<file path="src/rtl/writeback_stage.sv">
// MEM/WB pipeline register with load extraction, write-back select,
// load fault detection and a retired-instruction counter.
module writeback_stage #(
    parameter int XLEN  = 32,
    parameter int CNT_W = 32
) (
    input  logic             clk,
    input  logic             rst,
    input  logic             stall,
    input  logic             flush,
    input  logic             in_valid,
    input  logic             in_reg_write,
    input  logic [4:0]       in_rd,
    input  logic [1:0]       in_wb_sel,
    input  logic [2:0]       in_funct3,
    input  logic [1:0]       in_addr_lo,
    input  logic [XLEN-1:0]  in_alu_result,
    input  logic [XLEN-1:0]  in_pc_plus4,
    input  logic [XLEN-1:0]  in_mem_rdata,
    output logic             RegWriteEn,
    output logic [4:0]       rd,
    output logic [XLEN-1:0]  data,
    output logic             wb_valid,
    output logic             load_fault,
    output logic [CNT_W-1:0] instret
);

    typedef struct packed {
        logic            valid;
        logic            wen;
        logic            fault;
        logic [4:0]      rd;
        logic [XLEN-1:0] data;
    } wb_entry_t;

    logic [7:0]      byte_sel;
    logic [15:0]     half_sel;
    logic [XLEN-1:0] load_data;
    logic            is_load;
    logic            bad_load;
    wb_entry_t       nxt;

    always_comb begin
        byte_sel = in_mem_rdata[{in_addr_lo, 3'b000} +: 8];
        half_sel = in_addr_lo[1] ? in_mem_rdata[31:16] : in_mem_rdata[15:0];
        case (in_funct3)
            3'b000:  load_data = {{(XLEN-8){byte_sel[7]}}, byte_sel};
            3'b001:  load_data = {{(XLEN-16){half_sel[15]}}, half_sel};
            3'b100:  load_data = {{(XLEN-8){1'b0}}, byte_sel};
            3'b101:  load_data = {{(XLEN-16){1'b0}}, half_sel};
            default: load_data = in_mem_rdata;
        endcase
    end

    // Misaligned halfword/word accesses and unused funct3 codes fault.
    always_comb begin
        case (in_funct3)
            3'b001, 3'b101:         bad_load = in_addr_lo[0];
            3'b010:                 bad_load = |in_addr_lo;
            3'b011, 3'b110, 3'b111: bad_load = 1'b1;
            default:                bad_load = 1'b0;
        endcase
    end

    always_comb begin
        is_load   = (in_wb_sel == 2'b01);
        nxt.valid = in_valid;
        nxt.fault = in_valid & is_load & bad_load;
        nxt.wen   = in_valid & in_reg_write & (in_rd != 5'd0) & ~nxt.fault;
        nxt.rd    = in_rd;
        case (in_wb_sel)
            2'b01:   nxt.data = load_data;
            2'b10:   nxt.data = in_pc_plus4;
            default: nxt.data = in_alu_result;
        endcase
    end

    always_ff @(posedge clk) begin
        if (!rst) begin
            RegWriteEn <= 1'b0;
            rd         <= '0;
            data       <= '0;
            wb_valid   <= 1'b0;
            load_fault <= 1'b0;
            instret    <= '0;
        end else if (flush) begin
            wb_valid   <= 1'b0;
            RegWriteEn <= 1'b0;
            load_fault <= 1'b0;
        end else if (!stall) begin
            RegWriteEn <= nxt.wen;
            rd         <= nxt.rd;
            data       <= nxt.data;
            wb_valid   <= nxt.valid;
            load_fault <= nxt.fault;
            if (nxt.valid && !nxt.fault)
                instret <= instret + {{(CNT_W-1){1'b0}}, 1'b1};
        end
    end

endmodule

</file>
<file path="config.mk">
export PLATFORM = sky130hd
export DESIGN_NAME = writeback_stage
export DESIGN_NICKNAME = d
export VERILOG_FILES = /design/src/rtl/writeback_stage.sv
export SDC_FILE = /design/constraint.sdc
export NUM_CORES = 1
export LEC_CHECK = 0
export ABC_AREA = 1
export CAP_MARGIN = 20
export CORE_ASPECT_RATIO = 1.4
export CORE_MARGIN = 10
export CORE_UTILIZATION = 48
export CTS_BUF_LIST = sky130_fd_sc_hd__clkbuf_16
export DETAILED_ROUTE_END_ITERATION = 6
export PLACE_DENSITY = 0.87
export SLEW_MARGIN = 10
export SYNTH_ARGS = -nofsm -noshare
export SYNTH_HDL_FRONTEND = slang
export SYNTH_SLANG_ARGS = --single-unit
</file>
<file path="constraint.sdc">
create_clock -name clk -period 3.3 [get_ports clk]
set_input_delay 0.495 -clock clk [delete_from_list [all_inputs] [get_ports clk]]
set_output_delay 0.495 -clock clk [all_outputs]
set_load 0.01 [all_outputs]
</file>
==> impl_metrics.tcl, run 1 <==
set metrics [dict create \
    status "finished, final reports clean" \
    synth_top_area_share_pct 30.3 \
    synth_commonest_cells "270 x nand2_1, 168 x nor2_1, 104 x a21oi_1, 72 x dfxtp_1, 40 x inv_1" \
    ys_async_sr_fraction_pct 0 \
    syn-cell-area_mm2 0.00475 \
    cts_made_buffers 9 \
    wirelength_um 18000 \
    initial_core_util_pct 49.7 \
    multi_input_area_mm2 0.00294 \
    syn_nets 930 \
    holdWs_ns 0.462 \
    yosysMostFrequentCell "nand2_1" \
    dr.pass1.iters 5 \
    vias 5855 \
    clk-insertion-delay-late_ns 0.34 \
    cts_num_sinks 72 \
    max_freq_mhz 430 \
    coreArea_mm2 0.00956 \
    syn_area_per_cell_um2 5.85 \
    seqCellArea_mm2 0.00144 \
    drt_iter0_drc 347 \
    grt_pass1_wl_um 28300 \
    track_usage_pct 24.4 \
    die_h_um 138 \
    synth-main-ff-cell "dfxtp_1" \
    rows 42 \
    synth_area_leaders "dfxtp_1 30%, nand2_1 21%, nor2_1 13%" \
    final_area_mm2 0.00700 \
    crit_family "buffers and inverters" \
    drv_cap 0 \
    ant_nets 0 \
    area_growth_pct 47.3 \
    min_path_type "register to register" \
    synth.ff_latch_count 72 \
    post_drt_wl_per_cell_um 16.2 \
    grt_max_degree 41 \
    slew_violations 0 \
    timing.rr.start "instret[0]" \
    startpoint "in_wb_sel[1]" \
    synth_largest_area_cell "dfxtp_1" \
    power.total_uw 2500 \
    gp_congestion 0.965 \
    drc_errors 0 \
    fp.dieW_um 104 \
    critical_path_arrival_ns 2.52 \
    numPlacedInstances 1099 \
    cts_root_buffer "clkbuf_16" \
    yosys_warnings 0 \
    cts_hold_buf 0 \
    p_leak_uw 0.00274 \
    layout.nets 1095 \
    clock_path_buffers 2 \
    finalSetupViolations 0 \
    final_layout_size_suffix_gt1_share_pct 5.09 \
    post_cts_buffers 0 \
    cts_resized 0 \
    fillCellCount 806 \
    overflow 0 \
    synthDistinctLibCells 32 \
    worstSetupEndpointType "register" \
    dp_hpwl_um 14000 \
    io_pins 186 \
    cp_max_fo 25 \
    avgViaCountPerCell 5.25 \
    final_cell_count_no_fill 1116 \
    path_clk_slew_ns 0.06 \
    dpl-instance-area_mm2 0.00667 \
    ys_seq_area_share_pct 30.3 \
    antenna_found_initial 1 \
    dieArea_mm2 0.0143 \
    crit_slowest_cell "clkdlybuf4s50_1" \
    crit_chain "clkdlybuf4s50_1, inv_1, ha_1, nand2_1, nor2_1, nand3_2, nand3_4, inv_2, nand2_1, xor2_1, nor2_1" \
    path_class "primary input to register" \
    critPathBufInv 3 \
    p_per_area_mw_per_mm2 358 \
    synth_edf_count 0 \
    h-tree-depth 3 \
    crit_required_ns 3.50 \
    setup_tns_ns 0 \
    startpoint_type "primary input" \
    peakVddDrop_uv 245 \
    period_share_pct 70.4 \
    tritoncts "built" \
    hp-start "wb_valid" \
    period_minus_slack_ns 2.32 \
    timing_hold_violations_final 0 \
    relSlewSlack_pct 47.4 \
    rsz0062_at_grt "no" \
    portBuffers 185 \
    tightest_slew_ns 0.788 \
    netlist_instances 813 \
    critPathMaxStageDelay_ns 0.48 \
    grt_pass1_vias 5587 \
    clock_skew_ns 0.00818 \
]
layout make-up:
type / count / share of cell area (%)
clock inverters: 7 / 1.38
diodes: 1 / 0.0358
flip-flops and latches: 72 / 20.6
clock buffers: 9 / 3.22
well taps: 132 / 2.36
multi-input cells: 655 / 42.0
repair buffers: 196 / 28.0
inverters: 44 / 2.43
cells by family (layout without fill, tap and decap cells):
| group | count (synthesis) | after routing | share of synthesized area, % |
|---|---|---|---|
| XOR/XNOR | 12 | 12 | 2.21 |
| buffers and inverters | 86 | 256 | 7.85 |
| AND/OR/NAND/NOR | 501 | 501 | 43.3 |
| adder cells (fa/ha/maj) | 3 | 3 | 0.790 |
| other | 0 | 1 | 0 |
| AO/OA/AOI/OAI | 139 | 139 | 15.5 |
| flip-flops | 72 | 72 | 30.3 |
cell usage in the layout (no fill, tap or decap), drive strengths merged, types with 2 or more instances in the layout:
master         count
buf               11
bufinv             2
nor2             177
nand2            273
nand4              4
clkbuf             9
dfxtp             72
o211ai            14
inv               44
xor2               7
xnor2              5
nand3b             6
nor3               8
clkinvlp           3
ha                 3
clkinv             2
clkdlybuf4s50    185
o21a               2
a21oi            104
nand3             28
o21ai             18
nor4               3
power by group:
group	switching [µW]	total [µW]	internal, µW
registers	16.6	915	898
clock network	398	1060	662
logic	266	527	261
state kept, by name (all words and copies together) (netlist names):
register and flops:
rd 5, instret 32, data 32, load_fault 1, RegWriteEn 1, wb_valid 1
through the flow:
stage	setup WS, ns	utilization (%)
after floorplan	1.62	-
after global placement	0.685	69.8
after detailed placement	0.638	69.8
after CTS	0.984	73.1
after global routing	0.772	73.2
final	0.977	73.2
metal layers:
| metal | vias to the layer above | global-route usage (%) | part of all wire (%) |
|---|---|---|---|
| met5 | - | 0 | 0 |
| met1 | 2591 | 24.6 | 35 |
| li1 | 2933 | - | - |
| met3 | 51 | 8.32 | 9.7 |
| met4 | 0 | 11.8 | 3.9 |
| met2 | 280 | 44.5 | 51 |
path summary, 6_finish.rpt:
check,endpoint,slack (ns),cells past startpoint
worst min register to register,wb_valid,0.46,2
worst max register to register,instret[20],1.41,10
worst max-delay path,instret[20],0.98,11
worst min-delay path,wb_valid,0.46,2
tightest hold or removal path: stages, from the launching register on:
cell     delay (ns)
dfxtp_1        0.31
nand2_1        0.06
a21oi_1        0.06
(Power assumes the default switching activity.)
==> inputs of run 2 (changes only) <==
--- a/config.mk
+++ b/config.mk
@@ -9,10 +9,10 @@
 export CAP_MARGIN = 20
 export CORE_ASPECT_RATIO = 1.4
 export CORE_MARGIN = 10
-export CORE_UTILIZATION = 48
+export CORE_UTILIZATION = 45
 export CTS_BUF_LIST = sky130_fd_sc_hd__clkbuf_16
 export DETAILED_ROUTE_END_ITERATION = 6
-export PLACE_DENSITY = 0.87
+export PLACE_DENSITY = 0.82
 export SLEW_MARGIN = 10
 export SYNTH_ARGS = -nofsm -noshare
 export SYNTH_HDL_FRONTEND = slang
==> constraint.sdc (replaced) <==
create_clock -name clk -period 2.2 [get_ports clk]
set_input_delay 0.33 -clock clk [delete_from_list [all_inputs] [get_ports clk]]
set_output_delay 0.33 -clock clk [all_outputs]
set_load 0.01 [all_outputs]
==> impl_metrics.tcl, run 2 (synthesis results as in run 1) <==
set metrics [dict create \
    status "finished, final reports clean" \
    die_h_um 142 \
    setup_tns_ns 0 \
    tritoncts "built" \
    top_regs "data: 32 flops, instret: 32 flops, rd: 5 flops" \
    drv_cap 0 \
    power_frac_comb_pct 22.2 \
    cp_max_fo 8 \
    hp-start "data[10]" \
    initial_core_util_pct 45.9 \
    grt_max_degree 45 \
    mostFrequentLayoutCells "270 x nand2_1, 185 x clkdlybuf4s50_1, 168 x nor2_1, 104 x a21oi_1, 72 x dfxtp_1" \
    period_share_pct 83.2 \
    p_sw_uw 1050 \
    path_clk_slew_ns 0.06 \
    slew_violations 0 \
    regToRegEndpoint "instret[12]" \
    relSlewSlack_pct 71.8 \
    critPathMaxStageDelay_ns 0.42 \
    dpl-instance-area_mm2 0.00682 \
    whs_path_depth 2 \
    crit_required_ns 2.43 \
    worstSetupEndpointType "register" \
    rows 44 \
    tightest_slew_ns 0.422 \
    crit_slowest_cell "dfxtp_1" \
    path_class "register to register" \
    whs_endpoint "data[10]" \
    area_growth_pct 50.1 \
    reg2reg_depth 10 \
    peakVddDrop_uv 399 \
    clock_skew_ns 0.00211 \
    finalSetupViolations 0 \
    h-tree-depth 3 \
    power.internal_uw 2650 \
    dieArea_mm2 0.0151 \
    coreArea_mm2 0.0103 \
    avgViaCountPerCell 5.15 \
    post_drt_wl_per_cell_um 16.2 \
    final_area_mm2 0.00713 \
    vias 5854 \
    clk-insertion-delay-late_ns 0.33 \
    rrSetupSlack_ns 0.37 \
    min_path_type "register to register" \
    p_per_area_mw_per_mm2 520 \
    period_minus_slack_ns 1.83 \
    fillCellCount 953 \
    track_usage_pct 23.9 \
    final_layout_size_suffix_gt1_share_pct 6.42 \
    ant_nets 0 \
    layout.nets 1109 \
    crit_chain "ha_1, nand2_1, nor2_1, nand2_1, inv_2, nand2_1, nor2_2, nand4_1, nand2_1, nor2_1" \
    drt_iter0_drc 302 \
    dr.pass1.iters 5 \
    io_pins 186 \
    gp_congestion 1.02 \
    max_freq_mhz 546 \
    setup_ws_ns 0.370 \
    overflow 0 \
    cts_num_sinks 72 \
    timing.rr.start "instret[0]" \
    seqPwrFrac_pct 37.0 \
    cts_made_buffers 9 \
    cts_resized 0 \
    dp_slack_ns 0.0580 \
    p_leak_uw 0.00281 \
    post_cts_buffers 0 \
    timing_hold_violations_final 0 \
    swShare_pct 28.4 \
    cpMostUsedCell "nand2_1" \
    grt_pass1_vias 5822 \
    layout_commonest_cell "nand2_1" \
    clock_path_buffers 2 \
    critical_path_arrival_ns 2.06 \
    drc_errors 0 \
    startpoint_type "register" \
    pwr-share-clk_pct 40.8 \
    cts_root_buffer "clkbuf_16" \
    antenna_found_initial 1 \
    rsz0062_at_grt "no" \
    cts_hold_buf 0 \
    wirelength_um 18400 \
    grt_pass1_wl_um 29000 \
    fp.dieW_um 107 \
    holdWs_ns 0.460 \
    portBuffers 185 \
    dp_hpwl_um 14800 \
]
## run 2: changes by cell type in the layout (fill, tap and decap cells not counted)
cell	delta
clkinv_2	-1
bufinv_16	-1
inv_6	+2
buf_12	+3
buf_4	+11
## run 2: worst max-delay path: cells and delay by family (launching register included)
family | cells | cell delay [ns]
simple gates | 8 | 0.97
fa+ha+maj | 1 | 0.22
buf+inv | 1 | 0.11
flops | 1 | 0.42
## run 2: worst max-delay path by stage
stage,start,endpoint,slack [ns],depth (start not counted)
after global routing,instret[0],instret[12],0.18,10
final,instret[0],instret[12],0.37,10
after CTS,in_wb_sel[1],instret[11],0.40,11
after detailed placement,in_wb_sel[1],instret[11],0.06,11
after global placement,in_wb_sel[1],instret[5],0.10,11
after floorplan,instret[0],instret[12],0.65,10
## run 2: power groups by stage
stage                     sequential, µW  combinational (µW)  clock (µW)
final                               1370                 824        1510
after global routing                1370                 903        1590
after CTS                           1370                 823        1540
after detailed placement            1400                 820           0
after global placement              1400                 813           0
after floorplan                     1420                 364           0
## run 2: metal layers
layer	wire [µm]	part of all wire, %	track usage [%]	up-vias
li1	-	-	-	2950
met1	6600	36	24.0	2598
met2	9400	51	42.8	251
met3	1450	7.9	6.84	55
met4	953	5.2	13.9	0
met5	0	0	0	-
## run 2: layout make-up
class	count	area (µm²)	share of cell area [%]
Antenna cell	1	2.50	0.0351
Clock buffer	9	225	3.16
Clock inverter	7	78.8	1.11
Inverter	44	170	2.39
Multi-Input combinational cell	655	2940	41.2
Sequential cell	72	1440	20.2
Tap cell	138	173	2.42
Timing Repair Buffer	210	2100	29.5
## run 2: per-stage QoR
| stage | std cells | total power (µW) | utilization (%) |
|---|---|---|---|
| 6_report | 1136 | 3700 | 68.9 |
| 5_1_grt | 1136 | 3870 | 68.9 |
| 4_1_cts | 1135 | 3740 | 68.9 |
| 3_5_place_dp | 1119 | 2220 | 65.9 |
| 3_3_place_gp | 1119 | 2210 | 65.9 |
| 2_1_floorplan | 813 | 1780 | - |
==> inputs of run 3 (changes only) <==
==> constraint.sdc (replaced) <==
create_clock -name clk -period 1.9 [get_ports clk]
set_input_delay 0.285 -clock clk [delete_from_list [all_inputs] [get_ports clk]]
set_output_delay 0.285 -clock clk [all_outputs]
set_load 0.01 [all_outputs]
==> impl_metrics.tcl, run 3 (synthesis results as in run 1) <==
set metrics [dict create \
    post_drt_wl_per_cell_um 16.1 \
    top_regs "data: 32 flops, instret: 32 flops, rd: 5 flops" \
    critPathMaxStageDelay_ns 0.53 \
    cts_made_buffers 9 \
    regToRegEndpoint "instret[20]" \
    drv_cap 0 \
    gp_congestion 1.01 \
    crit_family "buffers and inverters" \
    final_area_mm2 0.00735 \
    p_per_area_mw_per_mm2 591 \
    whs_path_depth 2 \
    timing_hold_violations_final 0 \
    dpl-instance-area_mm2 0.00704 \
    layout_commonest_cell "nand2_1" \
    period_share_pct 92.9 \
    startpoint_type "primary input" \
    rsz0062_at_grt "no" \
    rrSetupSlack_ns 0.21 \
    final_layout_size_suffix_gt1_share_pct 8.80 \
    critPathBufInv 3 \
    path_class "primary input to register" \
    area_growth_pct 54.6 \
    crit_cells 11 \
    fillCellCount 967 \
    path_clk_slew_ns 0.06 \
    cp_max_fo 11 \
    dr.pass1.iters 4 \
    crit_chain "clkdlybuf4s50_1, inv_1, ha_1, nand2_1, nor2_1, nand3_2, nand3_4, buf_4, nor2_1, nand2_1, nor3b_2" \
    rows 44 \
    critical_path_arrival_ns 1.99 \
    worstSetupEndpointType "register" \
    vias 5980 \
    relSlewSlack_pct 72.6 \
    cts_hold_buf 0 \
    avgViaCountPerCell 5.15 \
    crit_required_ns 2.12 \
    peakVddDrop_uv 453 \
    cts_root_buffer "clkbuf_16" \
    initial_core_util_pct 45.9 \
    overflow 0 \
    drc_errors 0 \
    startpoint "in_wb_sel[1]" \
    track_usage_pct 24.0 \
    clock_skew_ns 0.00761 \
    post-route-util_pct 71.0 \
    seqCellArea_mm2 0.00144 \
    cts_resized 0 \
    layout.nets 1135 \
    h-tree-depth 3 \
    tightest_slew_ns 0.407 \
    mostFrequentLayoutCells "270 x nand2_1, 185 x clkdlybuf4s50_1, 168 x nor2_1, 104 x a21oi_1, 72 x dfxtp_1" \
    coreArea_mm2 0.0103 \
    wirelength_um 18700 \
    dieArea_mm2 0.0151 \
    p_leak_uw 0.00294 \
    clk-insertion-delay-late_ns 0.34 \
    crit_slowest_cell "clkdlybuf4s50_1" \
    fp.dieW_um 107 \
    die_h_um 142 \
    drt_iter0_drc 272 \
    io_pins 186 \
    timing.rr.start "instret[1]" \
    multi_input_area_mm2 0.00294 \
    min_path_type "register to register" \
    max_freq_mhz 566 \
    cts_num_sinks 72 \
    finalSetupViolations 0 \
    grt_pass1_vias 5894 \
    antenna_found_initial 0 \
    ant_nets 0 \
    tritoncts "built" \
    insertedDiodeCount 0 \
    status "finished, final reports clean" \
    slew_violations 0 \
    numPlacedInstances 1145 \
    hp-start "data[30]" \
    reg2reg_depth 10 \
    critPathCapture "instret[11]" \
    post_cts_buffers 0 \
    portBuffers 185 \
    final_cell_count_no_fill 1161 \
    grt_pass1_wl_um 29000 \
    clock_path_buffers 2 \
    period_minus_slack_ns 1.77 \
    dp_hpwl_um 15200 \
    grt_max_degree 43 \
]
-- run 3: cell count changes in the layout (fill, tap and decap cells not counted), sizes merged --
cell,before,now
buf,25,51
diode,1,0
-- run 3: worst min-delay path by stage --
stage                     to
global route        data[27]
global placement    data[27]
detailed placement  data[24]
finish              data[30]
CTS                 data[26]
floorplan              rd[0]
-- run 3: report_power, final --
group / total, µW / switching (µW) / leakage [µW] / internal (µW)
Sequential: 1590 / 26.2 / 0.000585 / 1560
Clock: 1750 / 721 / 0.000139 / 1030
Combinational: 1000 / 483 / 0.00222 / 522
Total: 4340 / 1230 / 0.00294 / 3110
-- run 3: through the flow --
step / setup TNS (ns) / power [µW] / worst slack [ns] / hold slack (ns)
3_3_place_gp: -2.05 / 2600 / -0.132 / 0.451
2_1_floorplan: 0 / 2060 / 0.353 / 0.420
6_report: 0 / 4340 / 0.134 / 0.463
4_1_cts: 0 / 4360 / 0.163 / 0.465
3_5_place_dp: -3.48 / 2620 / -0.186 / 0.455
5_1_grt: 0 / 4530 / 0.00337 / 0.484
-- run 3: cell type report --
type	instances	area share [%]
inverter	44	2.32
timing repair buffer	236	31.6
tap	138	2.35
multi-input combinational	655	40.0
sequential	72	19.6
clock inverter	7	1.07
clock buffer	9	3.06
-- run 3: worst min-delay path: cells and delay by family (launching register included) --
family | cells | cell delay [ns]
DFF | 1 | 0.31
AOI/OAI and AO/OA | 1 | 0.05
and+or+nand+nor | 1 | 0.06
-- run 3: per-layer routing --
metal | wire (µm) | vias up | track usage, % | share of wire, %
li1 | - | 3000 | - | -
met4 | 953 | 0 | 13.4 | 5.1
met3 | 1590 | 60 | 7.43 | 8.5
met5 | 0 | - | 0 | 0
met1 | 6370 | 2672 | 22.8 | 34
met2 | 9750 | 248 | 44.1 | 52
